$ cat config.mk
export PLATFORM = sky130hd
export DESIGN_NAME = comma_aligner
export DESIGN_NICKNAME = d
export VERILOG_FILES = /design/src/rtl/comma_aligner_pkg.sv /design/src/rtl/comma_aligner_comma_detect.sv /design/src/rtl/comma_aligner.sv
export VERILOG_INCLUDE_DIRS = /design/src /design/src/rtl
export SDC_FILE = /design/constraint.sdc
export NUM_CORES = 1
export LEC_CHECK = 0
export ABC_AREA = 1
export BUFFER_PORTS_ARGS = -buffer_cell sky130_fd_sc_hd__buf_4
export CORE_UTILIZATION = 50
export CTS_BUF_LIST = sky130_fd_sc_hd__clkbuf_4 sky130_fd_sc_hd__clkbuf_8
export CTS_CLUSTER_SIZE = 16
export DETAILED_ROUTE_END_ITERATION = 16
export PLACE_DENSITY = 0.7
export SLEW_MARGIN = 20
export SYNTH_ARGS = -nofsm -noshare
export SYNTH_HDL_FRONTEND = slang
export SYNTH_HIERARCHICAL = 1
export SYNTH_SLANG_ARGS = --single-unit
$ cat constraint.sdc
create_clock -name clk -period 1.8 [get_ports clk]
set_input_delay 0.18 -clock clk [delete_from_list [all_inputs] [get_ports clk]]
set_output_delay 0.18 -clock clk [all_outputs]
set_load 0.03 [all_outputs]
$ cat src/rtl/rx_pcs_defs.vh
// Shared 8b/10b receive-PCS definitions: aligner state codes and the two comma
// patterns, also used on the decoder side.
`ifndef RX_PCS_DEFS_VH
`define RX_PCS_DEFS_VH

`define RX_ST_HUNT  2'd0
`define RX_ST_CHECK 2'd1
`define RX_ST_SYNC  2'd2

// Window bits {f,i,e,d,c,b,a}; a is bit 0 and is the first bit on the line.
`define RX_COMMA_POS 7'b1111100
`define RX_COMMA_NEG 7'b0000011

`endif

$ cat src/rtl/comma_aligner_pkg.sv
// comma_aligner_pkg: state type, comma patterns and counter sizing shared by the
// comma aligner files.
`include "rx_pcs_defs.vh"

package comma_aligner_pkg;

  typedef enum logic [1:0] {
    HUNT  = `RX_ST_HUNT,
    CHECK = `RX_ST_CHECK,
    SYNC  = `RX_ST_SYNC
  } state_t;

  localparam logic [6:0] COMMA_POS = `RX_COMMA_POS;
  localparam logic [6:0] COMMA_NEG = `RX_COMMA_NEG;
  localparam logic [3:0] PH_LAST   = 4'd9;

  // Bits needed to hold the value v itself, so a count can saturate at v.
  function automatic int cnt_width(input int v);
    return (v < 2) ? 1 : $clog2(v + 1);
  endfunction

endpackage

$ cat src/rtl/comma_aligner_comma_detect.sv
// comma_detect: flags either polarity of the 7-bit comma prefix in the
// oldest bits {f,i,e,d,c,b,a} of the receive window.
module comma_detect
  import comma_aligner_pkg::*;
(
  input  logic [6:0] i_window,
  output logic       comma_hit
);

  assign comma_hit = (i_window == COMMA_POS) || (i_window == COMMA_NEG);

endmodule

$ cat src/rtl/comma_aligner.sv
// comma_aligner: serial 8b/10b comma alignment with HUNT/CHECK/SYNC lock FSM.
// Build option RX_REALIGN_EN: a misphased comma in SYNC realigns at once (no miss counter).
module comma_aligner
  import comma_aligner_pkg::*;
#(
  parameter int LOCK_CNT = 3,
  parameter int LOSS_CNT = 3
) (
  input  logic       clk,
  input  logic       rst,
  input  logic       serial_in,
  output logic [9:0] data10_out,
  output logic       word_valid,
  output logic       aligned,
  output logic       comma_det
);

  // state | meaning
  // HUNT  | no phase; the first comma seen picks the character boundary
  // CHECK | phase picked; counting in-phase commas toward LOCK_CNT
  // SYNC  | locked; capture every 10 bits, misphased commas counted toward LOSS_CNT

  localparam int               CNT_W    = cnt_width(LOCK_CNT);
  localparam logic [CNT_W-1:0] CNT_SAT  = CNT_W'(LOCK_CNT);
  localparam logic [CNT_W-1:0] CNT_ONE  = CNT_W'(1);
  localparam state_t           LOCK_TGT = (LOCK_CNT <= 1) ? SYNC : CHECK;

  state_t           r_state, w_state_nxt;
  logic [9:0]       r_sr, r_data;
  logic [3:0]       r_ph;
  logic [CNT_W-1:0] r_cnt, w_cnt_nxt, w_cnt_inc;
  logic             r_valid, r_det;
  logic             w_comma_hit, w_ph_last, w_in_phase, w_misphased;
  logic             w_cnt_lock, w_capture, w_det;

`ifndef RX_REALIGN_EN
  localparam int                MISS_W   = cnt_width(LOSS_CNT);
  localparam logic [MISS_W-1:0] MISS_SAT = MISS_W'(LOSS_CNT);
  localparam logic [MISS_W-1:0] MISS_ONE = MISS_W'(1);
  logic [MISS_W-1:0] r_miss, w_miss_nxt, w_miss_inc;
  logic              w_miss_loss;
`endif

  comma_detect u_comma_detect (
    .i_window  (r_sr[6:0]),
    .comma_hit (w_comma_hit)
  );

  assign w_ph_last   = (r_ph == PH_LAST);
  assign w_in_phase  = w_comma_hit && w_ph_last;
  assign w_misphased = w_comma_hit && !w_ph_last;
  assign w_cnt_inc   = (r_cnt == CNT_SAT) ? r_cnt : r_cnt + CNT_ONE;
  assign w_cnt_lock  = (int'(r_cnt) + 1 >= LOCK_CNT);
`ifndef RX_REALIGN_EN
  assign w_miss_inc  = (r_miss == MISS_SAT) ? r_miss : r_miss + MISS_ONE;
  assign w_miss_loss = (int'(r_miss) + 1 >= LOSS_CNT);
`endif

  always_ff @(posedge clk) begin
    if (rst) r_state <= HUNT;
    else     r_state <= w_state_nxt;
  end

  always_comb begin
    w_state_nxt = r_state;
    unique case (r_state)
      HUNT:  if (w_comma_hit) w_state_nxt = LOCK_TGT;
      CHECK: if (w_in_phase && w_cnt_lock) w_state_nxt = SYNC;
      SYNC: begin
`ifdef RX_REALIGN_EN
        if (w_misphased) w_state_nxt = LOCK_TGT;
`else
        if (w_misphased && w_miss_loss) w_state_nxt = HUNT;
`endif
      end
      default: w_state_nxt = HUNT;
    endcase
  end

  // A comma coinciding with ph==9 is one in-phase event: a single capture.
  always_comb begin
    w_capture = 1'b0;
    w_det     = 1'b0;
    w_cnt_nxt = r_cnt;
`ifndef RX_REALIGN_EN
    w_miss_nxt = r_miss;
`endif
    unique case (r_state)
      HUNT: begin
        if (w_comma_hit) begin
          w_capture = 1'b1;
          w_det     = 1'b1;
          w_cnt_nxt = CNT_ONE;
        end
      end
      CHECK: begin
        if (w_ph_last) begin
          w_capture = 1'b1;
          if (w_comma_hit) begin
            w_det     = 1'b1;
            w_cnt_nxt = w_cnt_inc;
          end
        end else if (w_comma_hit) begin
          w_capture = 1'b1;
          w_det     = 1'b1;
          w_cnt_nxt = CNT_ONE;
        end
      end
      SYNC: begin
        if (w_ph_last) begin
          w_capture = 1'b1;
          if (w_comma_hit) begin
            w_det = 1'b1;
`ifndef RX_REALIGN_EN
            w_miss_nxt = '0;
`endif
          end
        end else if (w_comma_hit) begin
`ifdef RX_REALIGN_EN
          w_capture = 1'b1;
          w_det     = 1'b1;
          w_cnt_nxt = CNT_ONE;
`else
          w_miss_nxt = w_miss_loss ? '0 : w_miss_inc;
`endif
        end
      end
      default: ;
    endcase
  end

  always_ff @(posedge clk) begin
    if (rst) begin
      r_sr    <= '0;
      r_ph    <= '0;
      r_cnt   <= '0;
      r_data  <= '0;
      r_valid <= 1'b0;
      r_det   <= 1'b0;
    end else begin
      r_sr    <= {serial_in, r_sr[9:1]};
      r_ph    <= (w_capture || w_ph_last) ? 4'd0 : r_ph + 4'd1;
      r_cnt   <= w_cnt_nxt;
      r_valid <= w_capture;
      r_det   <= w_det;
      if (w_capture) r_data <= r_sr;
    end
  end

`ifndef RX_REALIGN_EN
  always_ff @(posedge clk) begin
    if (rst) r_miss <= '0;
    else     r_miss <= w_miss_nxt;
  end
`endif

  assign data10_out = r_data;
  assign word_valid = r_valid;
  assign comma_det  = r_det;
  assign aligned    = (r_state == SYNC);

endmodule

==> results.yml <==
worst_setup_path:
  r2r-end: "r_ph[1]"
  crit_required_ps: 2070
  cpMaxStageDelayCell: "dfxtp_1"
  worst-path-buf-inv: 2
  worstRegToRegCells: 10
  endpoint: "r_ph[1]"
  reg2reg_from: "r_sr[6]"
  crit_chain: "inv_1 -> nand2_1 -> nor2_1 -> nand2_1 -> nand2_1 -> nand2_1 -> inv_1 -> nor2_4 -> nand3_1 -> nor2_1"
  arrival_ps: 1860
  cpMostUsedCell: "nand2_1"
  worst_path_largest_cell_delay_ps: 390
  criticalPathCategory: "reg2reg"
  end_kind: "register"
  critPathLaunchType: "register"
  cp.depth: 10
  r2r_slack_ps: 210
  cp_max_fo: 7
  cp_top_family: "simple AND/OR/NAND/NOR gates"
  crit_path_start: "r_sr[6]"
global_route:
  antenna_found_initial: 0
  track_usage: 0.2211
  grt_pass1_wl_um: 4374
  grt_max_degree: 15
  grt-ovfl-total: 0
  grt_pass1_vias: 1055
timing:
  rsz0062_at_grt: "false"
  min_period_ps: 1589
  maxSlewHeadroom: 0.6881
  fin_skew_ps: 4.786
  whs_ps: 68.76
  hold_viol: 0
  tightest_slew_ps: 467.3
  setup_viol: 0
  period_share: 0.8825
  fmax_mhz: 629.5
  drv_slew: 0
  tns_ps: 0
cells_and_area:
  layout_common_cells: "34 x nand2_1, 32 x dfxtp_1, 31 x inv_1, 17 x nor2_1"
  mostFrequentLayoutCell: "nand2_1"
  fillerInstances: 225
  n_antenna_cell: 0
  syn_to_final_growth_pct: 16.95
  nets: 197
  drive_gt1_frac: 0.1526
floorplanning:
  placementRows: 18
  die_h_um: 53.11
  start_util: 0.5273
  die_w_um: 53.11
  core_area_mm2: 0.002477
  die_area_mm2: 0.002821
  pin_count: 16
pwr:
  totalPowerFinal_uw: 1307
  p_leak_uw: 0.0007151
  p_per_area_mw_per_mm2: 855.8
  vdd_drop_max_mv: 0.8562
detailed_routing:
  drt-total-wl_um: 2495
  vias_per_cell: 5.027
  vias: 1106
  drt_iter0_drc: 19
  dr.pass1.iters: 5
  ant_nets: 0
  wl_per_cell_um: 11.34
  drc: 0
placed_design:
  gp_congestion: 0.8284
  port_buffers: 15
  dp_hpwl_um: 1863
synth:
  seq_area_frac_synth: 0.4904
  ys_warn_count: 6
  syn_nets: 177
  syn_area_mm2: 0.001306
  synthCells: 169
  yosys.area.top_type_share: 0.4904
  yosys.area.top_type: "dfxtp_1"
  synth_area_leaders: "dfxtp_1 49%, nand2_1 9.8%, inv_1 8.9%"
  avgSynthCellArea_um2: 7.729
  ys_ff_latch: 32
  synth_cell_type_count: 19
clock_tree:
  cts.htree.levels: 2
  cts_root_buffer: "clkbuf_4"
  post-cts-setup-buffers: 0
  postCtsHoldBufs: 0
  cts_buffers: 5
  tritoncts: "done"
  insertion_delay_ps: 330
  cts_buffer_depth: 2
  clkSinkCount: 32
  clk_pin_slew_ps: 100
  cts_resized: 0
run:
  max_cap_viol_count: 0
worst_hold_path:
  hold_path_class: "in2reg"
outcome:
  status: "completed"
cell type report:
type	count	area [um^2]	area share
Clock buffer	6	45.04	0.02948
Clock inverter	2	35.03	0.02293
Inverter	31	116.4	0.07617
Multi-Input combinational cell	103	533.0	0.3489
Sequential cell	32	640.6	0.4193
Tap cell	30	37.54	0.02457
Timing Repair Buffer	16	120.1	0.07862
kinds of logic (layout without fill, tap and decap cells):
| group | after synthesis | in the layout | synth area share |
|---|---|---|---|
| and+or+nand+nor | 75 | 75 | 0.2577 |
| buffers and inverters | 34 | 55 | 0.1015 |
| adders and majority gates | 5 | 5 | 0.04789 |
| AOI/OAI and AO/OA | 21 | 21 | 0.08909 |
| xor gates and xnor gates | 2 | 2 | 0.01341 |
| DFF | 32 | 32 | 0.4904 |
per-stage QoR:
stage	cell area, um^2	utilization	setup slack (ps)	instances
6_report	1528	0.6167	211.4	220
5_1_grt	1528	0.6167	7.376	220
4_1_cts	1528	0.6167	191.6	220
3_5_place_dp	1448	0.5843	220.3	212
3_3_place_gp	1448	0.5843	308.4	212
2_1_floorplan	1306	-	487.3	169
routing by layer:
| layer | global-route usage | part of all wire |
|---|---|---|
| met5 | 0 | 0 |
| met4 | 0.1053 | 0.015 |
| met3 | 0.06609 | 0.061 |
| met2 | 0.3629 | 0.48 |
| met1 | 0.2606 | 0.44 |
Yosys cell counts, drive strengths merged:
cell,count
o21ai,4
ha,5
nand2,35
nand3,10
xnor2,1
xor2,1
buf,2
clkbuf,1
nand4,1
inv,31
a21oi,17
nor3,10
nor2,19
dfxtp,32
worst min-delay path, stage by stage:
cell and delay (ps):
buf_4 80, inv_1 30, nor2_1 70
how the worst min path moves through the flow:
stage,endpoint,start,depth (start not counted),slack [ps]
after CTS,r_sr[9],serial_in,3,70
after detailed placement,r_sr[9],serial_in,3,410
final,r_sr[9],serial_in,3,70
after floorplan,r_sr[9],serial_in,2,290
after global placement,r_sr[9],serial_in,3,400
after global routing,r_sr[9],serial_in,3,80
sequential cells by signal, summed over array words and instances (netlist names):
name        count
r_sr           10
word_valid      1
r_state         2
r_ph            4
r_miss          2
data10_out     10
r_cnt           2
comma_det       1
report_power, final:
part           internal (uW)  switching, uW  total, uW
registers                717           7.46        724
logic                   12.8           23.1       36.0
clock network            306            241        547
No activity file was read; power rests on OpenSTA's default activity.
